--- config.mk ---
export PLATFORM = sky130hd
export DESIGN_NAME = layer_loader
export DESIGN_NICKNAME = d
export VERILOG_FILES = /design/src/rtl/layer_loader.sv
export SDC_FILE = /design/constraint.sdc
export NUM_CORES = 1
export LEC_CHECK = 0
export ABC_AREA = 1
export BUFFER_PORTS_ARGS = -buffer_cell sky130_fd_sc_hd__buf_2
export CAP_MARGIN = 20
export CELL_PAD_IN_SITES_DETAIL_PLACEMENT = 0
export CELL_PAD_IN_SITES_GLOBAL_PLACEMENT = 2
export CORE_MARGIN = 2
export CORE_UTILIZATION = 23
export CTS_CLUSTER_SIZE = 30
export DETAILED_ROUTE_END_ITERATION = 10
export MAX_ROUTING_LAYER = met4
export PLACE_DENSITY = 0.75
export SYNTH_ARGS = -nofsm -noshare
export SYNTH_HDL_FRONTEND = slang
export SYNTH_SLANG_ARGS = --single-unit
--- constraint.sdc ---
create_clock -name clk -period 3.6 [get_ports clk]
set_input_delay 0.18 -clock clk [delete_from_list [all_inputs] [get_ports clk]]
set_output_delay 0.18 -clock clk [all_outputs]
set_load 0.02 [all_outputs]
--- src/rtl/layer_loader.sv ---
// rtl/layer_loader.sv - streams sl*(sx+2) parameter words onto the layer bus, one node write-enable per word
module layer_loader #(
    parameter int sx = 2,
    parameter int sl = 3,
    parameter int n  = 8
) (
    input  logic          clk,
    input  logic          rst,
    input  logic          start,
    input  logic [n-1:0]  src_data,
    input  logic          src_valid,
    output logic          src_ready,
    output logic [n-1:0]  bus,
    output logic          bus_oe,
    output logic [sl-1:0] we,
    output logic          busy,
    output logic          done
);

    localparam int w  = sx + 2;
    // Counter widths are kept at least one bit so a single-node layer still elaborates.
    localparam int nw = (sl > 1) ? $clog2(sl) : 1;
    localparam int ww = (w > 1) ? $clog2(w) : 1;
    localparam logic [nw-1:0] node_last = nw'(sl - 1);
    localparam logic [ww-1:0] word_last = ww'(w - 1);

    typedef enum logic [1:0] {IDLE, LOAD, LAST, DONE} state_t;

    state_t         state;
    state_t         state_nxt;
    logic [nw-1:0]  node_cnt;
    logic [ww-1:0]  word_cnt;
    logic           hs;
    logic [sl-1:0]  one_hot;

    // State register; reset wins over everything else.
    always_ff @(posedge clk) begin
        if (rst) begin
            state <= IDLE;
        end else begin
            state <= state_nxt;
        end
    end

    // Next-state decode plus the state-derived handshake and status outputs.
    always_comb begin
        state_nxt = state;
        src_ready = 1'b0;
        busy      = 1'b0;
        done      = 1'b0;
        hs        = 1'b0;
        case (state)
            IDLE: begin
                if (start) begin
                    state_nxt = LOAD;
                end
            end
            LOAD: begin
                src_ready = 1'b1;
                busy      = 1'b1;
                if (src_valid) begin
                    hs = 1'b1;
                    if (node_cnt == node_last && word_cnt == word_last) begin
                        state_nxt = LAST;
                    end
                end
            end
            LAST: begin
                busy      = 1'b1;
                state_nxt = DONE;
            end
            DONE: begin
                busy      = 1'b1;
                done      = 1'b1;
                state_nxt = IDLE;
            end
            default: begin
                state_nxt = IDLE;
            end
        endcase
    end

    // Node select: node k drives bit sl-1-k, so node 0 is the MSB.
    always_comb begin
        one_hot = '0;
        for (int i = 0; i < sl; i++) begin
            if (node_cnt == nw'(sl - 1 - i)) begin
                one_hot[i] = 1'b1;
            end
        end
    end

    // Word/node position within the image; cleared on an accepted start.
    always_ff @(posedge clk) begin
        if (rst) begin
            node_cnt <= '0;
            word_cnt <= '0;
        end else if (state == IDLE && start) begin
            node_cnt <= '0;
            word_cnt <= '0;
        end else if (hs) begin
            if (word_cnt == word_last) begin
                word_cnt <= '0;
                if (node_cnt != node_last) begin
                    node_cnt <= node_cnt + 1'b1;
                end
            end else begin
                word_cnt <= word_cnt + 1'b1;
            end
        end
    end

    // Registered bus stage: one write pulse per accepted word; bus holds otherwise.
    always_ff @(posedge clk) begin
        if (rst) begin
            bus    <= '0;
            bus_oe <= 1'b0;
            we     <= '0;
        end else begin
            bus_oe <= hs;
            we     <= hs ? one_hot : '0;
            if (hs) begin
                bus <= src_data;
            end
        end
    end

endmodule
==> flow_results.xml <==
<?xml version="1.0" encoding="UTF-8"?>
<metrics>
  <group name="timing">
    <metric name="post-route-min-period" unit="ps">1667</metric>
    <metric name="fmaxAchievable" unit="MHz">599.9</metric>
    <metric name="slew_headroom" unit="%">74.85</metric>
    <metric name="hold_viol" unit="">0</metric>
    <metric name="total_negative_slack_for_setup_checks" unit="ps">0</metric>
    <metric name="setup_repair_after_global_routing_missed_its_margin" unit="">no</metric>
    <metric name="min_period_over_period" unit="%">46.30</metric>
    <metric name="fin_worst_skew" unit="ps">4.334</metric>
    <metric name="timing_max_transition_violations_final" unit="">0</metric>
    <metric name="timing.final.setup_violations" unit="">0</metric>
    <metric name="tightestPinTransition" unit="ps">376.3</metric>
  </group>
  <group name="critical_path">
    <metric name="critPathKind" unit="">flop to flop</metric>
    <metric name="worst-r2r-cell-count" unit="">6</metric>
    <metric name="crit_path_max_incr_delay" unit="ps">350</metric>
    <metric name="setup.worst_path.end_class" unit="">flop</metric>
    <metric name="crit_start" unit="">state[1]$_SDFFE_PP0P_</metric>
    <metric name="regToRegSetupSlack" unit="ps">1930</metric>
    <metric name="setup.worst_path.start_class" unit="">flop</metric>
    <metric name="required" unit="ps">3800</metric>
    <metric name="worst_setup_path_endpoint" unit="">word_cnt[0]$_SDFFE_PP0P_</metric>
    <metric name="crit_path_max_fanout" unit="">11</metric>
    <metric name="crit_path_top_delay_cell" unit="">sky130_fd_sc_hd__inv_1</metric>
    <metric name="path_cells" unit="">inv_1, ha_1, nand2_1, inv_1, o21ai_0, o211a_1</metric>
    <metric name="worst-endpoint-arrival" unit="ps">1870</metric>
    <metric name="r2r_end" unit="">word_cnt[0]$_SDFFE_PP0P_</metric>
    <metric name="path_common_cell" unit="">sky130_fd_sc_hd__inv_1</metric>
    <metric name="rr_startpoint" unit="">state[1]$_SDFFE_PP0P_</metric>
  </group>
  <group name="cts">
    <metric name="cts_buffers" unit="">3</metric>
    <metric name="clockBufferDepth" unit="">2</metric>
    <metric name="cts_tree" unit="">yes</metric>
    <metric name="cts_root_buf" unit="">sky130_fd_sc_hd__clkbuf_4</metric>
    <metric name="htreeDepth" unit="">1</metric>
    <metric name="clock_insertion_delay_worst_skew" unit="ps">290</metric>
    <metric name="cts.reportedPaths.clkPinSlew" unit="ps">100</metric>
    <metric name="postCtsHoldBufs" unit="">0</metric>
    <metric name="clock_sink_count" unit="">18</metric>
    <metric name="post-cts-setup-buffer-count" unit="">0</metric>
    <metric name="cts-resized-gates" unit="">0</metric>
  </group>
  <group name="finish">
    <metric name="mostFrequentLayoutCell" unit="">sky130_fd_sc_hd__buf_2</metric>
    <metric name="layout_common_cells" unit="">sky130_fd_sc_hd__buf_2, sky130_fd_sc_hd__nor2_1, sky130_fd_sc_hd__dfxtp_1, sky130_fd_sc_hd__inv_1</metric>
    <metric name="final_layout_size_suffix_gt1_share" unit="%">27.91</metric>
    <metric name="synthToLayoutAreaGrowth" unit="%">26.36</metric>
    <metric name="layout.filler_cells" unit="">381</metric>
    <metric name="antenna_cells" unit="">0</metric>
    <metric name="num-nets-final" unit="">151</metric>
  </group>
  <group name="floorplan">
    <metric name="core_region_area" unit="mm²">0.003337</metric>
    <metric name="die_x" unit="µm">63.05</metric>
    <metric name="chipHeight" unit="µm">63.05</metric>
    <metric name="design.portCount" unit="">27</metric>
    <metric name="die-area" unit="mm²">0.003975</metric>
    <metric name="start_util" unit="%">24.03</metric>
    <metric name="rows" unit="">21</metric>
  </group>
  <group name="global_route">
    <metric name="grtUsageTotal" unit="%">9.369</metric>
    <metric name="grt_pass1_vias" unit="">643</metric>
    <metric name="groute.layer.met1.usage" unit="%">10.87</metric>
    <metric name="gr-usage-met2" unit="%">14.10</metric>
    <metric name="grtUsageMet3" unit="%">3.929</metric>
    <metric name="globalRoute.totalOverflow" unit="">0</metric>
    <metric name="busiest_layer" unit="">met2</metric>
    <metric name="grt_first_pass_wirelength" unit="µm">2773</metric>
    <metric name="grt_start_max_net_pins" unit="">12</metric>
    <metric name="antenna_found_initial" unit="">0</metric>
  </group>
  <group name="route">
    <metric name="detailedRoute.firstPassIterationCount" unit="">4</metric>
    <metric name="routed-via-count" unit="">697</metric>
    <metric name="drc" unit="">0</metric>
    <metric name="antenna_nets_post_route" unit="">0</metric>
    <metric name="routed_wirelength" unit="µm">1624</metric>
    <metric name="initialDrtViolationCount" unit="">28</metric>
    <metric name="post_drt_wl_per_cell" unit="µm">9.280</metric>
    <metric name="routed_via_density" unit="">3.983</metric>
  </group>
  <group name="yosys">
    <metric name="synth_cell_type_count" unit="">16</metric>
    <metric name="synth.yosys.warnings" unit="">0</metric>
    <metric name="syn_nets" unit="">122</metric>
    <metric name="post_synth_main_area_contributors" unit="">sky130_fd_sc_hd__dfxtp_1, sky130_fd_sc_hd__ha_1, sky130_fd_sc_hd__nor2_1</metric>
    <metric name="post_synth_inst_count" unit="">101</metric>
    <metric name="synth.cell_area" unit="µm²">802.0</metric>
    <metric name="largest_area_contributor_in_the_netlist" unit="">sky130_fd_sc_hd__dfxtp_1</metric>
    <metric name="ys_seq_elements" unit="">18</metric>
    <metric name="synth.yosys.seq_area_share" unit="%">44.93</metric>
    <metric name="yosysTopAreaCellShare" unit="%">44.93</metric>
    <metric name="synth.avg_cell_area" unit="µm²">7.941</metric>
  </group>
  <group name="placed_design">
    <metric name="hpwl" unit="µm">1269</metric>
    <metric name="place.port_buffers" unit="">26</metric>
    <metric name="last_weighted_congestion_value_of_the_routability_driven_placer" unit="">0.7221</metric>
  </group>
  <group name="hold_path">
    <metric name="min_path_type" unit="">primary input to flop</metric>
  </group>
  <group name="power">
    <metric name="power.switching" unit="mW">0.2380</metric>
    <metric name="p_per_area" unit="mW/mm²">607.8</metric>
    <metric name="power.clock.fraction" unit="%">20.3</metric>
    <metric name="switching_share_of_total_power" unit="%">38.63</metric>
    <metric name="share_comb_of_total_power" unit="%">38.6</metric>
    <metric name="seqPwrFrac" unit="%">41.1</metric>
    <metric name="worst_ir_drop_vdd" unit="µV">294.0</metric>
    <metric name="p_leak" unit="nW">0.5150</metric>
    <metric name="power" unit="mW">0.6160</metric>
    <metric name="cell_internal_pwr" unit="mW">0.3780</metric>
  </group>
  <group name="run_status">
    <metric name="run_status" unit="">finished, final reports clean</metric>
  </group>
  <group name="flow_run">
    <metric name="cap_viol_max_count" unit="">0</metric>
  </group>
</metrics>
registers in the layout (all words and copies together), names as in the netlist:
name      cells
bus           8
word_cnt      2
state         2
we            3
node_cnt      2
bus_oe        1
cells in the mapped netlist:
cell,number
sky130_fd_sc_hd__nor2_1,24
sky130_fd_sc_hd__dfxtp_1,18
sky130_fd_sc_hd__inv_1,14
sky130_fd_sc_hd__nand2_1,11
sky130_fd_sc_hd__o21ai_0,11
sky130_fd_sc_hd__ha_1,9
sky130_fd_sc_hd__nor2_2,4
sky130_fd_sc_hd__nand4_1,2
sky130_fd_sc_hd__a21oi_1,1
sky130_fd_sc_hd__buf_2,1
sky130_fd_sc_hd__buf_4,1
sky130_fd_sc_hd__inv_2,1
sky130_fd_sc_hd__nand3_1,1
sky130_fd_sc_hd__nor2_4,1
sky130_fd_sc_hd__nor3_1,1
sky130_fd_sc_hd__o211a_1,1
power by group through the flow:
stage,registers (mW),clock network (mW),logic [mW]
2_1_floorplan,0.285,0,0.149
3_3_place_gp,0.257,0,0.241
3_5_place_dp,0.259,0,0.240
4_1_cts,0.254,0.130,0.241
5_1_grt,0.258,0.145,0.269
6_report,0.253,0.125,0.238
per-stage QoR:
step	area [µm²]	std cells	worst slack, ps	hold WS (ps)	util (%)
4_1_cts	1013	175	1905	114.5	30.37
5_1_grt	1013	175	1771	91.32	30.37
2_1_floorplan	802.0	101	2304	252.1	-
3_3_place_gp	977.2	171	2028	436.3	29.28
3_5_place_dp	977.2	171	1923	433.8	29.28
6_report	1013	175	1933	114.9	30.37
critical path, delay by kind of cell (launching register included):
kind            cells  cell delay [ps]
buf+inv             2              470
fa+ha+maj           1              230
simple gates        1              260
flops               1              340
compound gates      2              280
cells by family (layout without fill, tap and decap cells):
family | after synthesis | after routing | synth area share [%]
AND/OR/NAND/NOR | 44 | 44 | 23.71
flip-flops | 18 | 18 | 44.93
AO/OA/AOI/OAI | 13 | 13 | 8.735
adder cells (fa/ha/maj) | 9 | 9 | 14.04
buffers and inverters | 17 | 45 | 8.580
area by class of cell:
cell class | instances | area (µm²) | share of cell area, %
clock buffers | 4 | 36.28 | 3.580
multi-input cells | 66 | 372.9 | 36.79
repair buffers | 26 | 130.1 | 12.84
flip-flops and latches | 18 | 360.3 | 35.56
well taps | 46 | 57.56 | 5.679
inverters | 15 | 56.30 | 5.556
per-layer routing:
layer | vias to the layer above | part of all wire (%) | wire, µm
met5 | - | 0 | 0
met4 | 0 | 1.1 | 18
met3 | 2 | 7.3 | 118
met2 | 22 | 44 | 709
met1 | 303 | 48 | 777
li1 | 370 | - | -
worst min path at each step:
stage,from,to,slack [ps],cells past startpoint
floorplan,rst,bus_oe$_SDFF_PP0_,250,1
global placement,src_data[6],bus[6]$_SDFFE_PP0P_,440,3
detailed placement,rst,bus_oe$_SDFF_PP0_,430,2
CTS,rst,bus_oe$_SDFF_PP0_,110,2
global route,rst,bus_oe$_SDFF_PP0_,90,2
finish,rst,bus_oe$_SDFF_PP0_,110,2
No activity file was read; power rests on OpenSTA's default activity.
